<file path="src/rtl/board_ram_ctrl.sv">
// One player's tile board: a 256x2 cell store with a registered painter read port and a
// WRITE/FIRE/CLEAR/READ command port. Build with BOARD_PLACE_PROTECT_EN to reject WRITEs to non-EMPTY cells.
module board_ram_ctrl #(
    parameter int COLS = 10,
    parameter int ROWS = 10
) (
    input  logic       clk,
    input  logic       rst,
    input  logic       cmd_valid,
    output logic       cmd_ready,
    input  logic [1:0] cmd_op,
    input  logic [3:0] cmd_col,
    input  logic [3:0] cmd_row,
    input  logic [1:0] cmd_data,
    output logic       rsp_valid,
    output logic [1:0] rsp_data,
    output logic       rsp_err,
    output logic [6:0] ships_left,
    input  logic [9:0] disp_addr,
    output logic [1:0] disp_data,
    output logic [1:0] dbg_state
);
    localparam logic [1:0] EMPTY = 2'd0;
    localparam logic [1:0] HIT   = 2'd1;
    localparam logic [1:0] MISS  = 2'd2;
    localparam logic [1:0] SHIP  = 2'd3;

    localparam logic [1:0] OP_WRITE = 2'd0;
    localparam logic [1:0] OP_FIRE  = 2'd1;
    localparam logic [1:0] OP_CLEAR = 2'd2;

    localparam logic [4:0] COLS5 = 5'(COLS);
    localparam logic [4:0] ROWS5 = 5'(ROWS);
    localparam logic [6:0] SHIP_MAX = 7'd100;

`ifdef BOARD_PLACE_PROTECT_EN
    localparam bit PROTECT = 1'b1;
`else
    localparam bit PROTECT = 1'b0;
`endif

    typedef enum logic [1:0] {SWEEP = 2'd0, IDLE = 2'd1, FETCH = 2'd2, APPLY = 2'd3} state_t;

    state_t     state, state_nxt;
    logic [1:0] mem [0:255];
    logic [7:0] sweep_idx;
    logic       from_clear;
    logic [1:0] op_q, data_q;
    logic [3:0] col_q, row_q;
    logic       in_range_q;

    logic [1:0] cur, cmd_wval, res_data;
    logic       cmd_wr, res_err, ship_inc, ship_dec;
    logic       wr_en;
    logic [7:0] wr_idx;
    logic [1:0] wr_val;
    logic       disp_in_range;

    // Handshake: a command transfers on a cycle where cmd_valid && cmd_ready; the response is a
    // single-cycle rsp_valid pulse with no back-pressure.
    assign cmd_ready = (state == IDLE);
    assign dbg_state = state;

    always_ff @(posedge clk) begin
        if (rst) state <= SWEEP;
        else     state <= state_nxt;
    end

    always_comb begin
        state_nxt = state;
        case (state)
            SWEEP: if (sweep_idx == 8'hFF) state_nxt = IDLE;
            IDLE:  if (cmd_valid) state_nxt = (cmd_op == OP_CLEAR) ? SWEEP : FETCH;
            FETCH: state_nxt = APPLY;
            APPLY: state_nxt = IDLE;
            default: state_nxt = SWEEP;
        endcase
    end

    // Resolve the captured command against the current cell while in FETCH.
    always_comb begin
        cur      = mem[{col_q, row_q}];
        cmd_wr   = 1'b0;
        cmd_wval = cur;
        res_data = cur;
        res_err  = 1'b0;
        ship_inc = 1'b0;
        ship_dec = 1'b0;
        if (!in_range_q) begin
            res_data = EMPTY;
            res_err  = 1'b1;
        end else begin
            case (op_q)
                OP_WRITE: begin
                    if (PROTECT && cur != EMPTY) begin
                        res_err = 1'b1;
                    end else begin
                        cmd_wr   = 1'b1;
                        cmd_wval = data_q;
                        res_data = data_q;
                        ship_inc = (cur != SHIP) && (data_q == SHIP);
                        ship_dec = (cur == SHIP) && (data_q != SHIP);
                    end
                end
                OP_FIRE: begin
                    if (cur == EMPTY) begin
                        cmd_wr   = 1'b1;
                        cmd_wval = MISS;
                        res_data = MISS;
                    end else if (cur == SHIP) begin
                        cmd_wr   = 1'b1;
                        cmd_wval = HIT;
                        res_data = HIT;
                        ship_dec = 1'b1;
                    end else begin
                        res_err = 1'b1;
                    end
                end
                default: ;
            endcase
        end
    end

    always_comb begin
        wr_en  = (state == SWEEP) || ((state == FETCH) && cmd_wr);
        wr_idx = (state == SWEEP) ? sweep_idx : {col_q, row_q};
        wr_val = (state == SWEEP) ? EMPTY : cmd_wval;
    end

    always_ff @(posedge clk) begin
        if (wr_en) mem[wr_idx] <= wr_val;
    end

    assign disp_in_range = (disp_addr[9:5] < COLS5) && (disp_addr[4:0] < ROWS5);

    // Nonblocking read sees the pre-write cell, giving read-first behaviour on a same-cell collision.
    always_ff @(posedge clk) begin
        if (rst)                disp_data <= EMPTY;
        else if (disp_in_range) disp_data <= mem[{disp_addr[8:5], disp_addr[3:0]}];
        else                    disp_data <= EMPTY;
    end

    always_ff @(posedge clk) begin
        if (rst) begin
            sweep_idx  <= 8'd0;
            from_clear <= 1'b0;
            op_q       <= 2'd0;
            data_q     <= 2'd0;
            col_q      <= 4'd0;
            row_q      <= 4'd0;
            in_range_q <= 1'b0;
            rsp_valid  <= 1'b0;
            rsp_data   <= EMPTY;
            rsp_err    <= 1'b0;
            ships_left <= 7'd0;
        end else begin
            rsp_valid <= 1'b0;
            case (state)
                SWEEP: begin
                    sweep_idx <= sweep_idx + 8'd1;
                    if (sweep_idx == 8'hFF) begin
                        from_clear <= 1'b0;
                        if (from_clear) begin
                            rsp_valid <= 1'b1;
                            rsp_data  <= EMPTY;
                            rsp_err   <= 1'b0;
                        end
                    end
                end
                IDLE: begin
                    if (cmd_valid) begin
                        op_q       <= cmd_op;
                        data_q     <= cmd_data;
                        col_q      <= cmd_col;
                        row_q      <= cmd_row;
                        in_range_q <= ({1'b0, cmd_col} < COLS5) && ({1'b0, cmd_row} < ROWS5);
                        if (cmd_op == OP_CLEAR) begin
                            from_clear <= 1'b1;
                            sweep_idx  <= 8'd0;
                            ships_left <= 7'd0;
                        end
                    end
                end
                FETCH: begin
                    rsp_valid <= 1'b1;
                    rsp_data  <= res_data;
                    rsp_err   <= res_err;
                    if (ship_inc && ships_left < SHIP_MAX)
                        ships_left <= ships_left + 7'd1;
                    else if (ship_dec && ships_left != 7'd0)
                        ships_left <= ships_left - 7'd1;
                end
                default: ;
            endcase
        end
    end
endmodule

</file>
<file path="config.mk">
export PLATFORM = sky130hd
export DESIGN_NAME = board_ram_ctrl
export DESIGN_NICKNAME = d
export VERILOG_FILES = /design/src/rtl/board_ram_ctrl.sv
export SDC_FILE = /design/constraint.sdc
export NUM_CORES = 1
export LEC_CHECK = 0
export CAP_MARGIN = 20
export CELL_PAD_IN_SITES_DETAIL_PLACEMENT = 0
export CELL_PAD_IN_SITES_GLOBAL_PLACEMENT = 1
export CORE_MARGIN = 10
export CORE_UTILIZATION = 55
export CTS_BUF_LIST = sky130_fd_sc_hd__clkbuf_2
export CTS_CLUSTER_SIZE = 30
export DETAILED_ROUTE_END_ITERATION = 8
export PLACE_DENSITY = 0.9
export SLEW_MARGIN = 40
export SYNTH_ARGS = -nofsm -noshare
export SYNTH_HDL_FRONTEND = slang
export SYNTH_SLANG_ARGS = --single-unit
</file>
<file path="constraint.sdc">
create_clock -name clk -period 11.6 [get_ports clk]
set_input_delay 1.16 -clock clk [delete_from_list [all_inputs] [get_ports clk]]
set_output_delay 1.16 -clock clk [all_outputs]
set_load 0.05 [all_outputs]
</file>
==> results of run 1 <==
## synthesized netlist by cell type, types with 8 or more instances
cell / n / share of area (%)
sky130_fd_sc_hd__ha_1: 12 / 0.58
sky130_fd_sc_hd__edfxtp_1: 512 / 59
sky130_fd_sc_hd__mux2i_1: 122 / 4.7
sky130_fd_sc_hd__nor2_1: 303 / 4.4
sky130_fd_sc_hd__buf_6: 13 / 0.56
sky130_fd_sc_hd__clkbuf_1: 81 / 1.2
sky130_fd_sc_hd__o21ai_0: 20 / 0.38
sky130_fd_sc_hd__nand3_1: 26 / 0.50
sky130_fd_sc_hd__dfxtp_1: 45 / 3.5
sky130_fd_sc_hd__nor4_1: 9 / 0.22
sky130_fd_sc_hd__nand3b_1: 8 / 0.23
sky130_fd_sc_hd__o21ai_1: 10 / 0.19
sky130_fd_sc_hd__a211oi_1: 14 / 0.40
sky130_fd_sc_hd__buf_2: 24 / 0.46
sky130_fd_sc_hd__inv_1: 16 / 0.23
sky130_fd_sc_hd__nor3_1: 20 / 0.38
sky130_fd_sc_hd__nand2b_1: 16 / 0.38
sky130_fd_sc_hd__nand2_1: 97 / 1.4
sky130_fd_sc_hd__mux2_2: 15 / 0.65
sky130_fd_sc_hd__mux4_2: 147 / 13
sky130_fd_sc_hd__nor2b_1: 12 / 0.29
sky130_fd_sc_hd__a22oi_1: 22 / 0.63
sky130_fd_sc_hd__o22ai_1: 31 / 0.74
sky130_fd_sc_hd__buf_4: 13 / 0.37
sky130_fd_sc_hd__o221ai_1: 48 / 1.6
sky130_fd_sc_hd__a21oi_1: 71 / 1.4
## sequential cells by signal (all words and copies together) (netlist names), 2 cells and up, named ones only
register / flops
sweep_idx: 8
ships_left: 7
disp_data: 2
mem: 512
rsp_data: 2
dbg_state: 2
col_q: 4
op_q: 2
data_q: 2
row_q: 4
## worst max-delay path by stage
stage | from | end | slack (ps) | cells past startpoint
2_1_floorplan | register | mem[0][0] | 1140 | 9
3_3_place_gp | register | ships_left[6] | 5560 | 19
3_5_place_dp | register | ships_left[6] | 5720 | 20
4_1_cts | register | ships_left[6] | 5630 | 20
5_1_grt | register | ships_left[6] | 5180 | 20
6_report | register | ships_left[6] | 5560 | 19
## cells by family (layout without fill, tap and decap cells)
group	count (synthesis)	after routing	share of synthesized area, %
AO/OA/AOI/OAI	264	264	6.88
adder cells (fa/ha/maj)	13	13	0.653
buffers and inverters	154	341	2.94
XOR/XNOR	10	10	0.336
multiplexers	284	284	18.0
AND/OR/NAND/NOR	525	525	8.68
flip-flops	557	557	62.5
other	0	3	0
## power breakdown
group | internal [mW] | total, mW | leakage, nW | switching [mW]
combinational | 0.0410 | 0.123 | 2.68 | 0.0822
clock | 0.551 | 1.36 | 0.979 | 0.805
sequential | 2.16 | 2.16 | 4.13 | 0.00311
## per-layer routing
metal	up-vias	GRT usage [%]
met3	236	7.21
met1	8600	32.0
met5	-	0
met4	0	13.4
li1	7325	-
met2	1191	39.9
## per-stage QoR
stage | hold WS (ps) | cells | setup WS, ps | util, % | cell area [um^2]
2_1_floorplan | 436 | 1807 | 1140 | - | 26100
3_3_place_gp | 443 | 2352 | 5560 | 57.6 | 26900
3_5_place_dp | 458 | 2358 | 5720 | 57.8 | 27000
4_1_cts | 280 | 2601 | 5630 | 60.6 | 28300
5_1_grt | 339 | 2604 | 5180 | 60.6 | 28300
6_report | 405 | 2604 | 5560 | 60.6 | 28300
## worst register-to-register path, delay by kind of cell, from the launching register on
kind / cells / cell delay (ps)
compound gates: 10 / 2390
flops: 1 / 720
simple gates: 4 / 710
fa+ha+maj: 2 / 700
mux: 1 / 650
buf+inv: 1 / 580
xor+xnor: 1 / 160
## area by class of cell
| type | instances | area (um^2) |
|---|---|---|
| Inverter | 18 | 67.6 |
| Clock buffer | 198 | 991 |
| Clock inverter | 45 | 299 |
| Antenna cell | 3 | 7.51 |
| Timing Repair Buffer | 80 | 807 |
| Fill cell | 3626 | 18400 |
| Multi-Input combinational cell | 1096 | 9060 |
| Sequential cell | 557 | 16300 |
| Tap cell | 607 | 759 |
==> out/metrics.yaml, run 1 <==
syn_area_per_cell_um2: 14.4
topRoutingLayerUsed: "met4"
crit_fanout: 37
critPathTopFamily: "compound AO/OA/AOI/OAI gates"
worstSkewPairLatency_ps: 1370
pwr_density_cell_nw_per_um2: 129
postSynthCellCount: 1807
post_cts.repair.setup_buffers: 0
fin_worst_skew_ps: 138
clkSinkCount: 557
timing.final.crit_share_pct: 52.1
routed_wire_length_per_instance_um: 27.8
globalRouteTotalUtil_pct: 25.5
dr.pass1.iters: 6
crit_slowest_cell: "sky130_fd_sc_hd__dfxtp_4"
critical_path.n_buffers_inverters: 1
fp.dieH_um: 238
die_area_um2: 56500
category_of_the_worst_setup_path_capture_point: "register"
pin_count_of_the_biggest_net_entering_global_routing: 135
m1WireLength_um: 26200
outcome: "finished clean"
std_cell_rows: 79
core_region_area_um2: 46700
post_drt_via_cell_ratio: 6.66
ctsLongestPathBuffers: 3
final_stage_net_count: 1929
mostFrequentLayoutCell: "sky130_fd_sc_hd__edfxtp_1"
hold_start: "cmd_data[0]"
timing.max_cap.violations: 0
layout.cells.most_common_list: "sky130_fd_sc_hd__edfxtp_1 (512), sky130_fd_sc_hd__nor2_1 (302), sky130_fd_sc_hd__clkbuf_2 (198)"
worst_reg2reg_path_endpoint: "ships_left[6]"
final_layout_size_suffix_gt1_share_pct: 22.2
total_of_hold_buffers_inserted_after_clock_tree_synthesis: 0
cp-start-kind: "register"
maxClockFrequency_mhz: 165
area_delta_synth_final_pct: 8.55
cts.root.buffer_cell: "sky130_fd_sc_hd__clkbuf_2"
clk_pin_slew_ps: 90
ys_async_sr_fraction_pct: 0
grt_pass1_wl_um: 108000
num_vias: 17400
via_count_of_the_first_global_routing_pass: 17600
number_of_enable_type_register_cells_in_the_synthesized_netlist: 512
initial_antenna_violation_count: 2
p_leak_nw: 7.79
finalMaxSlewViolations: 0
syn-cell-area_um2: 26100
ys_ff_latch: 557
grt_setup_unrepaired: "no"
path_class: "reg2reg"
buffer_ports.inserted: 40
die_outline_width_um: 238
cts_made_buffers: 138
min_path_type: "in2reg"
detailroute.wirelength.met2_um: 34300
drt_iter0_drc: 2438
worst_ep_required_time_ps: 12770
dp_hpwl_um: 44300
ant_nets: 0
min_path_cells: 3
tightest_slew_ps: 932
worst_stage_delay_on_the_critical_path_ps: 720
min_delay_worst_endpoint: "data_q[0]"
setup_viol: 0
number_of_top_level_pins: 41
worst_r2r_path_depth: 19
ctsResizeCount: 0
arrival_time_at_the_worst_endpoint_ps: 7220
finalCriticalPeriod_ps: 6040
ff2ff_setup_slack_ps: 5560
relSlewSlack_pct: 37.9
wl_met3_um: 8700
cts_max_level: 4
grt-ovfl-total: 0
route.detailed.drc: 0
synthesized_net_count: 1845
netlist-cell-type-count: 68
timing.setup.tns_ps: 0
dominantRegCellSynth: "sky130_fd_sc_hd__edfxtp_1"
hold_viol: 0
worstPathCellList: "buf_4 > mux4_2 > o22ai_1 > a21oi_1 > a21o_1 > a32oi_1 > o211ai_2 > ha_1 > nor3_1 > o21ai_1 > ha_1 > nor2b_1 > o21ai_0 > nand2b_1 > a21o_1 > a21oi_1 > xor2_1 > a2bb2oi_1 > nor2_1"
power.total_mw: 3.64
synth.yosys.warnings: 0
post_route_wl_um: 72300
gp_congestion: 0.920
initial_utilization_pct: 55.8
vdd_drop_max_mv: 0.105
proportion_of_synthesized_chip_area_in_sequential_cells_pct: 62.5
tritoncts_clock_tree: "yes"
No activity file was read; power rests on OpenSTA's default activity.
==> run 2: changes to the inputs <==
Settings changed: CORE_UTILIZATION 55 to 50, PLACE_DENSITY 0.9 to 0.87.
Clock period 11.6 ns to 4.9 ns, I/O delays scaled along.
==> out/metrics.yaml, run 2 (synthesized netlist as in run 1, its figures left out) <==
outcome: "finished clean"
cts.root.buffer_cell: "sky130_fd_sc_hd__clkbuf_2"
top_regs: "mem: 512 flops, sweep_idx: 8 flops, ships_left: 7 flops"
fp.dieH_um: 248  # +4.5%
cts_max_level: 4  # unchanged
buffer_ports.inserted: 40  # unchanged
layout.cells.most_common_list: "sky130_fd_sc_hd__edfxtp_1 (512), sky130_fd_sc_hd__nor2_1 (302), sky130_fd_sc_hd__clkbuf_2 (198)"
die_area_um2: 61600  # +9.1%
setup_viol: 0  # unchanged
globalRouteTotalUtil_pct: 24.2  # -1.3 points
finalCriticalPeriod_ps: 4700  # -1340 ps
numPlacedInstances: 2499  # +6.0%
final_stage_net_count: 2030  # +5.2%
grt-ovfl-total: 0  # unchanged
pwr_density_cell_nw_per_um2: 295  # +130%
dr.pass1.iters: 6  # unchanged
category_of_the_worst_setup_path_capture_point: "register"
min_path_type: "in2reg"
portion_of_total_power_attributed_to_the_clock_network_pct: 37.2  # about the same
hold_viol: 0  # unchanged
ant_nets: 0  # unchanged
timing.setup.tns_ps: 0  # unchanged
largest_register_ffs: 512  # unchanged
cts_made_buffers: 140  # +1.4%
netSwitchingFraction_pct: 24.2  # -0.26 points
timing.final.crit_share_pct: 95.9  # +44 points
num_vias: 17800  # +2.4%
critical_path.n_buffers_inverters: 2  # +1
grt_pass1_wl_um: 111000  # +2.8%
worstPathCellList: "inv_1 > and2_1 > a211oi_1 > o21ai_1 > a32oi_1 > buf_4 > o211ai_2 > ha_1 > nor3_2 > o21ai_2 > ha_1 > nor2b_1 > o21ai_0 > nand2b_1 > a21o_1 > a21oi_1 > xor2_1 > a2bb2oi_1 > nor2_1"
routed_wire_length_per_instance_um: 27.2  # -2.1%
worst_ep_required_time_ps: 6000  # -6770 ps
switching_power_mw: 2.09  # +140%
clk_pin_slew_ps: 100  # about the same
logic_pwr_share_pct: 3.6  # +0.2 points
drt_iter0_drc: 2062  # -15%
fillerInstances: 4005  # +10%
arrival_time_at_the_worst_endpoint_ps: 5800  # -1420 ps
pin_count_of_the_biggest_net_entering_global_routing: 118  # -13%
power_share_of_the_sequential_group_pct: 59.1  # -0.3 points
finalMaxSlewViolations: 0  # unchanged
fin_worst_skew_ps: 69.6  # -68.4 ps
mostFrequentLayoutCell: "sky130_fd_sc_hd__edfxtp_1"
core_region_area_um2: 51400  # +10%
tightest_slew_ps: 844  # -88.0 ps
area_delta_synth_final_pct: 12.8
via_count_of_the_first_global_routing_pass: 18100  # +2.7%
largest_register: "mem"
final_layout_size_suffix_gt1_share_pct: 24.8  # +2.6 points
route.detailed.drc: 0  # unchanged
initial_utilization_pct: 50.7  # -5.2 points
p_leak_nw: 8.31  # +6.7%
maxClockFrequency_mhz: 213  # +29%
cell_mode_on_critical_path: "sky130_fd_sc_hd__ha_1"
timing.max_cap.violations: 0  # unchanged
power_report.internal_total_mw: 6.56  # +140%
tritoncts_clock_tree: "yes"
std_cell_rows: 83  # +5.1%
gp_congestion: 0.919  # -0.14%
critPathTopFamily: "compound AO/OA/AOI/OAI gates"
worst_stage_delay_on_the_critical_path_ps: 860  # +140 ps
worst_hold_slack_ps: 157  # -247 ps
dp_hpwl_um: 47600  # +7.5%
number_of_top_level_pins: 41  # unchanged
relSlewSlack_pct: 43.2  # +5.3 points
crit_fanout: 10  # -73%
cp-start-kind: "register"
path_class: "reg2reg"
clkSinkCount: 557  # unchanged
crit_slowest_cell: "sky130_fd_sc_hd__dfxtp_1"
worstSkewPairLatency_ps: 1290  # -80 ps
die_outline_width_um: 248  # +4.5%
ctsLongestPathBuffers: 3  # unchanged
post_route_wl_um: 75300  # +4.0%
post_drt_via_cell_ratio: 6.42  # -3.6%
initial_antenna_violation_count: 2  # unchanged
vdd_drop_max_mv: 0.201  # +91%
final_cell_count_no_fill: 2766  # +6.2%
-- run 2: changes by cell type in the layout (fill, tap and decap cells not counted), moves of 2 or more --
cell,delta
sky130_fd_sc_hd__clkbuf_16,+2
sky130_fd_sc_hd__o21ai_2,+3
sky130_fd_sc_hd__buf_8,-2
sky130_fd_sc_hd__buf_4,+63
sky130_fd_sc_hd__clkinv_2,-7
sky130_fd_sc_hd__dlygate4sd3_1,+21
sky130_fd_sc_hd__buf_12,+13
sky130_fd_sc_hd__o21ai_4,-2
sky130_fd_sc_hd__clkinvlp_4,+2
sky130_fd_sc_hd__clkinv_1,-2
sky130_fd_sc_hd__buf_16,+2
-- run 2: power by group through the flow --
| stage | Combinational [mW] | Sequential, mW | Clock [mW] |
|---|---|---|---|
| 2_1_floorplan | 0.170 | 5.22 | 0 |
| 3_3_place_gp | 0.297 | 5.22 | 0 |
| 3_5_place_dp | 0.299 | 5.23 | 0 |
| 4_1_cts | 0.310 | 5.12 | 3.27 |
| 5_1_grt | 0.329 | 5.12 | 3.53 |
| 6_report | 0.316 | 5.12 | 3.22 |
-- run 2: per-stage QoR --
step / worst slack [ps] / util (%) / area, um^2 / total power [mW]
after floorplan: -170 / - / 26100 / 5.39
after global placement: 184 / 53.8 / 27700 / 5.52
after global routing: -12.1 / 57.1 / 29400 / 8.97
after CTS: 79.3 / 56.7 / 29100 / 8.69
final: 199 / 57.1 / 29400 / 8.66
after detailed placement: 126 / 53.8 / 27700 / 5.52
-- run 2: layout make-up --
type | instances | area, um^2 | area share, %
sequential | 557 | 16300 | 55.4
multi-input combinational | 1096 | 9070 | 30.9
timing repair buffer | 179 | 1820 | 6.21
clock buffer | 198 | 991 | 3.37
tap | 680 | 851 | 2.90
clock inverter | 36 | 280 | 0.954
inverter | 18 | 67.6 | 0.230
antenna | 2 | 5.00 | 0.0170
-- run 2: what timing repair did --
item                       4_1_cts  5_1_grt
setup endpoints to repair        0        2
hold endpoints to repair        25        0
hold buffers                    21        0
resized for setup                0        8
buffers inserted                 0        8
-- run 2: worst register-to-register path: stages (launching register included) --
cell                        delay [ps]
sky130_fd_sc_hd__dfxtp_1           860
sky130_fd_sc_hd__inv_1             460
sky130_fd_sc_hd__and2_1            260
sky130_fd_sc_hd__a211oi_1          210
sky130_fd_sc_hd__o21ai_1           110
sky130_fd_sc_hd__a32oi_1           220
sky130_fd_sc_hd__buf_4             180
sky130_fd_sc_hd__o211ai_2          150
sky130_fd_sc_hd__ha_1              280
sky130_fd_sc_hd__nor3_2            250
sky130_fd_sc_hd__o21ai_2           120
sky130_fd_sc_hd__ha_1              330
sky130_fd_sc_hd__nor2b_1           140
sky130_fd_sc_hd__o21ai_0           160
sky130_fd_sc_hd__nand2b_1          100
sky130_fd_sc_hd__a21o_1            180
sky130_fd_sc_hd__a21oi_1           160
sky130_fd_sc_hd__xor2_1            150
sky130_fd_sc_hd__a2bb2oi_1         170
sky130_fd_sc_hd__nor2_1             50
-- run 2: path summary, 6_finish.rpt --
check | start | endpoint | slack, ps | cells past startpoint
max | register | ships_left[6] | 200 | 19
min reg2reg | from_clear | from_clear | 490 | 2
max reg2reg | register | ships_left[6] | 200 | 19
min | disp_addr[9] | disp_data[1] | 160 | 3
-- run 2: per-layer routing --
metal  up-vias  wire (um)  share of wire (%)  GRT usage [%]
li1       7534          -                  -              -
met1      8889      26100                 35           29.3
met2      1115      36900                 49           38.4
met3       227       8840                 12           8.46
met4         0       3440                4.6           11.7
met5         -          0                  0              0
